--- config.mk ---
export PLATFORM = sky130hd
export DESIGN_NAME = alu_muldiv
export DESIGN_NICKNAME = d
export VERILOG_FILES = /design/src/rtl/alu_muldiv.sv
export SDC_FILE = /design/constraint.sdc
export NUM_CORES = 1
export LEC_CHECK = 0
export CORE_ASPECT_RATIO = 1.4
export CORE_MARGIN = 8
export CORE_UTILIZATION = 40
export CTS_BUF_LIST = sky130_fd_sc_hd__clkbuf_4 sky130_fd_sc_hd__clkbuf_8
export CTS_CLUSTER_DIAMETER = 80
export DETAILED_ROUTE_END_ITERATION = 8
export GPL_TIMING_DRIVEN = 0
export PLACE_DENSITY = 0.61
export RECOVER_POWER = 25
export SLEW_MARGIN = 25
export SYNTH_ARGS = -nofsm -noshare
export SYNTH_HDL_FRONTEND = slang
export SYNTH_SLANG_ARGS = --single-unit
--- constraint.sdc ---
create_clock -name clk -period 5.3 [get_ports clk]
set_clock_uncertainty 0.2 [all_clocks]
set_input_delay 1.06 -clock clk [delete_from_list [all_inputs] [get_ports clk]]
set_output_delay 1.06 -clock clk [all_outputs]
set_load 0.01 [all_outputs]
--- src/rtl/alu_muldiv.sv ---
// Execute-stage ALU: single-cycle MIPS logic/arithmetic ops with a registered result,
// plus sequential signed/unsigned multiply and divide into HI/LO with mfhi/mflo readback.
module alu_muldiv #(
   parameter int WIDTH = 32
) (
   input  logic             clk,
   input  logic             reset,
   input  logic [WIDTH-1:0] a,
   input  logic [WIDTH-1:0] b,
   input  logic [5:0]       sel,
   input  logic             start,
   output logic [WIDTH-1:0] dataout,
   output logic             overflow,
   output logic             div_zero,
   output logic             busy,
   output logic             done
);

   localparam int CW = $clog2(WIDTH + 1);

   localparam logic [5:0] F_MFHI  = 6'd16;
   localparam logic [5:0] F_MFLO  = 6'd18;
   localparam logic [5:0] F_MULT  = 6'd24;
   localparam logic [5:0] F_MULTU = 6'd25;
   localparam logic [5:0] F_DIV   = 6'd26;
   localparam logic [5:0] F_DIVU  = 6'd27;
   localparam logic [5:0] F_ADD   = 6'd32;
   localparam logic [5:0] F_SUB   = 6'd34;
   localparam logic [5:0] F_AND   = 6'd36;
   localparam logic [5:0] F_OR    = 6'd37;
   localparam logic [5:0] F_NOR   = 6'd39;
   localparam logic [5:0] F_SLT   = 6'd42;
   localparam logic [5:0] F_SLTU  = 6'd43;

   typedef enum logic [1:0] {
      S_IDLE,
      S_MUL,
      S_DIV
   } state_t;

   state_t             state_q, state_d;
   logic [CW-1:0]      cnt_q, cnt_d;
   logic [2*WIDTH-1:0] acc_q, acc_d;      // product, or {remainder, dividend/quotient}
   logic [WIDTH-1:0]   opb_q, opb_d;      // multiplicand or divisor magnitude
   logic [WIDTH-1:0]   a_q, a_d;
   logic               neg_q, neg_d;
   logic               neg_rem_q, neg_rem_d;
   logic               dz_q, dz_d;
   logic [WIDTH-1:0]   hi_q, hi_d;
   logic [WIDTH-1:0]   lo_q, lo_d;
   logic [WIDTH-1:0]   dataout_q, dataout_d;
   logic               overflow_q, overflow_d;
   logic               div_zero_q, div_zero_d;
   logic               done_q, done_d;

   logic [WIDTH-1:0]   sum, diff, mag_a, mag_b, quo, rem;
   logic [WIDTH:0]     mul_sum, div_shift, div_diff;
   logic [2*WIDTH-1:0] prod;
   logic               mc_signed;

   assign sum       = a + b;
   assign diff      = a - b;
   assign mc_signed = ~sel[0];
   assign mag_a     = (mc_signed && a[WIDTH-1]) ? -a : a;
   assign mag_b     = (mc_signed && b[WIDTH-1]) ? -b : b;

   // One shift-add step: add the multiplicand when the low multiplier bit is set, then shift right.
   assign mul_sum   = {1'b0, acc_q[2*WIDTH-1:WIDTH]} + (acc_q[0] ? {1'b0, opb_q} : '0);
   assign div_shift = acc_q[2*WIDTH-1:WIDTH-1];
   assign div_diff  = div_shift - {1'b0, opb_q};

   assign prod = neg_q ? -acc_q : acc_q;
   assign quo  = neg_q ? -acc_q[WIDTH-1:0] : acc_q[WIDTH-1:0];
   assign rem  = neg_rem_q ? -acc_q[2*WIDTH-1:WIDTH] : acc_q[2*WIDTH-1:WIDTH];

   always_comb begin
      state_d    = state_q;
      cnt_d      = cnt_q;
      acc_d      = acc_q;
      opb_d      = opb_q;
      a_d        = a_q;
      neg_d      = neg_q;
      neg_rem_d  = neg_rem_q;
      dz_d       = dz_q;
      hi_d       = hi_q;
      lo_d       = lo_q;
      dataout_d  = dataout_q;
      overflow_d = overflow_q;
      div_zero_d = div_zero_q;
      done_d     = 1'b0;

      unique case (state_q)
         S_IDLE: begin
            if (start) begin
               done_d     = 1'b1;
               overflow_d = 1'b0;
               case (sel)
                  F_ADD: begin
                     dataout_d  = sum;
                     overflow_d = (a[WIDTH-1] == b[WIDTH-1]) && (sum[WIDTH-1] != a[WIDTH-1]);
                  end
                  F_SUB: begin
                     dataout_d  = diff;
                     overflow_d = (a[WIDTH-1] != b[WIDTH-1]) && (diff[WIDTH-1] != a[WIDTH-1]);
                  end
                  F_AND:  dataout_d = a & b;
                  F_OR:   dataout_d = a | b;
                  F_NOR:  dataout_d = ~(a | b);
                  F_SLT:  dataout_d = {{(WIDTH-1){1'b0}},
                                       diff[WIDTH-1] ^ ((a[WIDTH-1] != b[WIDTH-1]) &&
                                                        (diff[WIDTH-1] != a[WIDTH-1]))};
                  F_SLTU: dataout_d = {{(WIDTH-1){1'b0}}, (a < b)};
                  F_MFHI: dataout_d = hi_q;
                  F_MFLO: dataout_d = lo_q;
                  F_MULT, F_MULTU: begin
                     done_d     = 1'b0;
                     overflow_d = overflow_q;
                     state_d    = S_MUL;
                     cnt_d      = '0;
                     acc_d      = {{WIDTH{1'b0}}, mag_b};
                     opb_d      = mag_a;
                     neg_d      = mc_signed && (a[WIDTH-1] ^ b[WIDTH-1]);
                  end
                  F_DIV, F_DIVU: begin
                     done_d     = 1'b0;
                     overflow_d = overflow_q;
                     state_d    = S_DIV;
                     cnt_d      = '0;
                     acc_d      = {{WIDTH{1'b0}}, mag_a};
                     opb_d      = mag_b;
                     a_d        = a;
                     neg_d      = mc_signed && (a[WIDTH-1] ^ b[WIDTH-1]);
                     neg_rem_d  = mc_signed && a[WIDTH-1];
                     dz_d       = (b == '0);
                  end
                  default: dataout_d = '0;
               endcase
            end
         end

         S_MUL: begin
            if (cnt_q == CW'(WIDTH)) begin
               {hi_d, lo_d} = prod;
               done_d       = 1'b1;
               state_d      = S_IDLE;
            end else begin
               acc_d = {mul_sum, acc_q[WIDTH-1:1]};
               cnt_d = cnt_q + 1'b1;
            end
         end

         S_DIV: begin
            if (cnt_q == CW'(WIDTH)) begin
               // A zero divisor still runs every step; only the written result differs.
               lo_d       = dz_q ? '1 : quo;
               hi_d       = dz_q ? a_q : rem;
               div_zero_d = dz_q;
               done_d     = 1'b1;
               state_d    = S_IDLE;
            end else begin
               if (!div_diff[WIDTH])
                  acc_d = {div_diff[WIDTH-1:0], acc_q[WIDTH-2:0], 1'b1};
               else
                  acc_d = {div_shift[WIDTH-1:0], acc_q[WIDTH-2:0], 1'b0};
               cnt_d = cnt_q + 1'b1;
            end
         end

         default: state_d = S_IDLE;
      endcase
   end

   always_ff @(posedge clk) begin
      // NOTE: the iteration datapath is cleared too, so a reset mid-operation leaves no partial result.
      if (!reset) begin
         state_q    <= S_IDLE;
         cnt_q      <= '0;
         acc_q      <= '0;
         opb_q      <= '0;
         a_q        <= '0;
         neg_q      <= 1'b0;
         neg_rem_q  <= 1'b0;
         dz_q       <= 1'b0;
         hi_q       <= '0;
         lo_q       <= '0;
         dataout_q  <= '0;
         overflow_q <= 1'b0;
         div_zero_q <= 1'b0;
         done_q     <= 1'b0;
      end else begin
         state_q    <= state_d;
         cnt_q      <= cnt_d;
         acc_q      <= acc_d;
         opb_q      <= opb_d;
         a_q        <= a_d;
         neg_q      <= neg_d;
         neg_rem_q  <= neg_rem_d;
         dz_q       <= dz_d;
         hi_q       <= hi_d;
         lo_q       <= lo_d;
         dataout_q  <= dataout_d;
         overflow_q <= overflow_d;
         div_zero_q <= div_zero_d;
         done_q     <= done_d;
      end
   end

   assign dataout  = dataout_q;
   assign overflow = overflow_q;
   assign div_zero = div_zero_q;
   assign done     = done_q;
   assign busy     = (state_q != S_IDLE);

endmodule

After elaboration in Yosys (flattened, before gate mapping)

Cells that the tools add are included.

Bits in registers: 238

Add/subtract/negate cells: 10
Order comparisons: 1
Eq/ne operators: 29
Multiplexer cells: 35
Bitwise operators: 7
Reductions and logical operators: 25

Operators with widths:

| cell               | count |
|---|---|
| $mux 32            | 11 |
| $mux 64            | 5 |
| $pmux 32 s10       | 1 |
| $pmux 32 s2        | 3 |
| $pmux 64 s3        | 1 |
| $neg 32->32        | 4 |
| $pmux 64 s2        | 1 |
| $neg 64->64        | 1 |
| $eq 6x6->1 const B | 8 |
| $eq 6x5->1 const B | 6 |
| $add 32x32->33     | 1 |
| $sub 33x32->33     | 1 |
| $add 32x32->32     | 1 |
| $and 32x32->32     | 1 |
| $logic_not 32->1   | 1 |
| $lt 32x32->1       | 1 |
| $not 32->32        | 1 |
| $or 32x32->32      | 1 |
| $sub 32x32->32     | 1 |
| $mux 6             | 3 |
| $reduce_and 3->1   | 6 |
| $ne 2x2->1 const B | 7 |
| $pmux 6 s2         | 1 |
| $pmux 2 s2         | 2 |
| 22 further kinds   | 38 |

Longest topological paths before layout

Depth in word-level cells: 6
Mapped depth: 20
Depth with buffers taken out: 19

Worst setup path before layout

Ideal clock, no wire load.

Path kind: input port to flip-flop
Start: input port a[16]
End: register dataout_q[31] (netlist: dataout[31])
Setup time: 0.120 ns
Arrival: 4.327 ns
Data required time: 4.980 ns
Path slack: 0.654 ns
Cell stages on the path: 18
Path buffers: 1
Cell sequence: inv_1 ha_1 clkbuf_1 or4_1 nor2_1 nand4_1 nor2_1 a211oi_1 a2111oi_0 o21ba_2 nor2_1 o21bai_1 a21oi_1 fa_1 o21ai_0 a21oi_1 a21oi_1 a211o_1

Word-level cells in the longest chain between the ends: 2
Elaborated cells on any way between the ends: 3
Classes of those cells: add/sub: 2; mux: 1

Ends and longest elaborated chain:

| element                                                 | line   | text |
|---|---|---|
| from (decl)                                             | 8      | `input logic [WIDTH-1:0] a,` |
| $sub 32x32->32 / $add 32x32->32 (equally long branches) | 62, 61 |  |
| $pmux 32 s10 (*)                                        | 97     | `case (sel)` |
| to (signal assigned)                                    | 201    | `dataout_q <= dataout_d;` |
| to (decl)                                               | 51     | `logic [WIDTH-1:0] dataout_q, dataout_d;` |

Every way passes the cells marked *; elsewhere a longest branch is shown, timed or not.
A chain may end at the register's enable or synchronous reset.

Final worst setup path

Start: input port a[19]
End: register dataout_q[0] (netlist: dataout[0])

Word-level cells in the longest chain between the ends: 5
Elaborated cells on any way between the ends: 6
Classes of those cells: add/sub: 1; order compare: 1; eq/ne: 1; mux: 1; bitwise: 1; reduce/logical: 1

Ends and longest elaborated chain:

| element           | line | text |
|---|---|---|
| $sub 32x32->32    | 62   | `assign diff = a - b;` |
| $ne 1x1->1        | 111  | `(diff[WIDTH-1] != a[WIDTH-1]))};` |
| $logic_and 1x1->1 | 110  | `diff[WIDTH-1] ^ ((a[WIDTH-1] != b[WIDTH-1]) &&` |
| $xor 1x1->1       | 110  |  |
| $pmux 32 s10 (*)  | 97   |  |

Marks and branches as above.

==> metrics <==
unrepaired setup endpoints after global routing yes; fin. max-slew vios 0; Root Driver clkbuf_8; Cells after DPL 3971; Leak Pwr 9.95 nW; remaining antenna violation count 0; Hold Fails Final Rpt 0; area of the die 63600 µm²; DRC 0; Worst slew margin 0.0793; largest net degree at the start of global routing 14; number of synthesized flops with an enable pin 0; RePlAce Congestion 1.00; Core ar. 55100 µm²; Max Freq 192 MHz; kind of cell adding the most delay to the critical path compound AO/OA/AOI/OAI gates; max incr delay on CP 0.56 ns; CTS tree built; Synth Instances 3135; max-cap viol count 0; CP endpoint kind register; CTS sink count approximately 240; hold slack around 0.25 ns; Final period util 0.983; asr flop ratio synth 0; initial antenna violation count 3; clock slew at the register clock pins of the worst setup and hold paths 0.05 ns; H-tree level count 2; Arrival @ worst endpoint 5.50 ns; setup_tns 0 ns; HPWL Detailed approximately 90 mm; Peak supply drop between 0.15 and 0.2 mV; Yosys reg bits 238; mapped cell area roughly 22000 µm²; final setup vio count 0; Final Routed Wirelength 113 mm; wire length per cell 27.9 µm; Worst-Margin Slew around 1.4 ns; count of buffers from port buffering roughly 110; remaining global-route overflow 0; power per cell area ~210 nW/µm²; Nets 3531; fin cells 4043; CP Launch Type primary input; clock buffer depth 3; filler cell count 5951; Setup CP Type in2reg; Initial DRT Pass Iterations 6; GRT Total Usage 0.340; top cells by area, synth dfxtp_1, ha_1, a21oi_1; Top FF cell, synth dfxtp_1; Period minus WS final 5.21 ns; Synth area leader dfxtp_1; ratio of cells with drive above 1 in the final layout 0.0462; cell-by-cell trace of the critical path dlygate4sd2_1 -> inv_1 -> ha_1 -> or4_1 -> nor2_1 -> nand4_1 -> buf_4 -> a21oi_4 -> a211oi_4 -> a2111oi_2 -> o21ba_2 -> nor2_1 -> o21bai_1 -> a21oi_1 -> fa_1 -> nand3_1 -> o21ai_0 -> a32oi_1 -> a31oi_2 -> a21oi_1 -> o31ai_1; Hold Crit Class reg2reg; crit path max fanout 8; vias in the first global route 25100; Syn Nets 3384; Data required, critical path approximately 5.6 ns; Avg Cell Area, Syn a little over 7 µm²; post-synth top area share 0.214; Vias/cell 6.25; Cell variety after synth 84; area grow syn2layout 14.1%; Initial DRC Count 2330; DIE WIDTH between 200 and 250 µm; Die H 295 µm; io pins 109; Initial Utilization 0.404; Num CTS Buffers between 40 and 50; crit path max-delay cell type or4_1; Seq/Total Area, Yosys 0.214; synth warn 0; Vias 25300; Rows 102; global-route wire length before repair about 160 mm; status finished, final reports clean; Crit path buffers/inverters 3; Worst-Skew Late Latency 0.64 ns
## registers in the layout (all words and copies together), names as in the netlist
name       count
acc_q         64
a_q           32
dataout       32
hi_q          32
lo_q          32
opb_q         32
cnt_q          6
state_q        2
div_zero       1
done           1
dz_q           1
neg_q          1
neg_rem_q      1
overflow       1
## cell usage after synthesis, types with 26 or more instances
| library cell | count |
|---|---|
| nor2_1 | 244 |
| o31ai_1 | 43 |
| dfxtp_1 | 238 |
| nand2_1 | 344 |
| inv_1 | 156 |
| o211ai_1 | 33 |
| a21o_1 | 28 |
| ha_1 | 171 |
| nor3_1 | 53 |
| or3_1 | 26 |
| a21oi_1 | 343 |
| xnor2_1 | 171 |
| nor4_1 | 34 |
| xor2_1 | 68 |
| a31oi_1 | 50 |
| nand2b_1 | 27 |
| a211oi_1 | 40 |
| clkbuf_1 | 204 |
| nand3_1 | 88 |
| a22oi_1 | 76 |
| o21ai_0 | 286 |
## cell type report
cell class	count	area, µm²	share of cell area
diodes	1	2.50	0.0000985
plain buffers	217	833	0.0328
clock buffers	63	817	0.0322
clock inverters	14	210	0.00827
inverters	159	597	0.0235
multi-input cells	2512	16200	0.636
flip-flops and latches	238	4760	0.188
well taps	728	911	0.0359
repair buffers	111	1100	0.0433
## logic make-up after synthesis
group / Yosys count / share of synthesized area
AO/OA/AOI/OAI: 1136 / 0.322
AND/OR/NAND/NOR: 934 / 0.192
buffers and inverters: 385 / 0.0655
XOR/XNOR: 239 / 0.0940
flip-flops: 238 / 0.214
adder cells (fa/ha/maj): 176 / 0.101
multiplexers: 27 / 0.0122
## path summary, 6_finish.rpt
kind / start / end / slack (ns) / cells past startpoint
setup / recovery: a[19] / dataout[0]$_SDFFE_PN0P_ / 0.09 / 21
hold / removal: dataout[20]$_SDFFE_PN0P_ / dataout[20]$_SDFFE_PN0P_ / 0.25 / 1
setup reg to reg: acc_q[0]$_SDFFE_PN0P_ / acc_q[62]$_SDFFE_PN0P_ / 0.53 / 14
hold reg to reg: dataout[20]$_SDFFE_PN0P_ / dataout[20]$_SDFFE_PN0P_ / 0.25 / 1
## report_power, final
part | internal, mW | leakage, nW | total [mW] | switching, mW
combinational | 0.442 | 7.49 | 1.36 | 0.918
clock | 1.24 | 0.539 | 2.20 | 0.961
sequential | 1.82 | 1.92 | 1.84 | 0.0261
## placed cells by master, fill, tap and decap left out, types with 17 or more instances in the layout
| cell type | instances |
|---|---|
| a21o_1 | 28 |
| a22oi_1 | 76 |
| o21ai_0 | 286 |
| nand3_1 | 88 |
| a21oi_1 | 342 |
| o211ai_1 | 33 |
| inv_1 | 154 |
| nor4_1 | 32 |
| o21a_1 | 17 |
| clkdlybuf4s50_1 | 51 |
| nand2b_1 | 27 |
| nand4_1 | 22 |
| nor2_1 | 241 |
| nand2_1 | 344 |
| dfxtp_1 | 238 |
| clkbuf_8 | 55 |
| nor3_1 | 50 |
| mux2i_1 | 25 |
| o31ai_1 | 42 |
| xnor2_1 | 171 |
| a221oi_1 | 25 |
| and2_1 | 17 |
| a31oi_1 | 49 |
| a211oi_1 | 38 |
| o22ai_1 | 19 |
| o21bai_1 | 18 |
| xor2_1 | 68 |
| clkbuf_1 | 191 |
| and3_1 | 18 |
| or3_1 | 26 |
| dlygate4sd3_1 | 36 |
| ha_1 | 169 |
## layer usage
metal / part of all wire / GRT usage / up-vias
li1: - / - / 11600
met1: 0.36 / 0.366 / 11900
met2: 0.48 / 0.594 / 1273
met3: 0.065 / 0.0446 / 444
met4: 0.095 / 0.278 / 2
met5: 0.00012 / 0 / -
## timing repair
action / 4_1_cts / 5_1_grt
pin swaps: 1 / 3
hold buffers: 0 / 0
setup endpoints to repair: 4 / 4
setup buffers: 1 / 2
gates resized for setup: 19 / 26
## through the flow
stage          power, mW  utilization  setup WS (ns)  area (µm²)
6_report            5.41        0.461         0.0908       25400
4_1_cts             5.36        0.460         0.0220       25300
3_5_place_dp        3.19        0.441          -1.30       24300
2_1_floorplan       2.67            -          0.654       22300
5_1_grt             5.56        0.461       -0.00568       25400
3_3_place_gp        3.19        0.439          -1.34       24200
No activity file was read; power rests on OpenSTA's default activity.
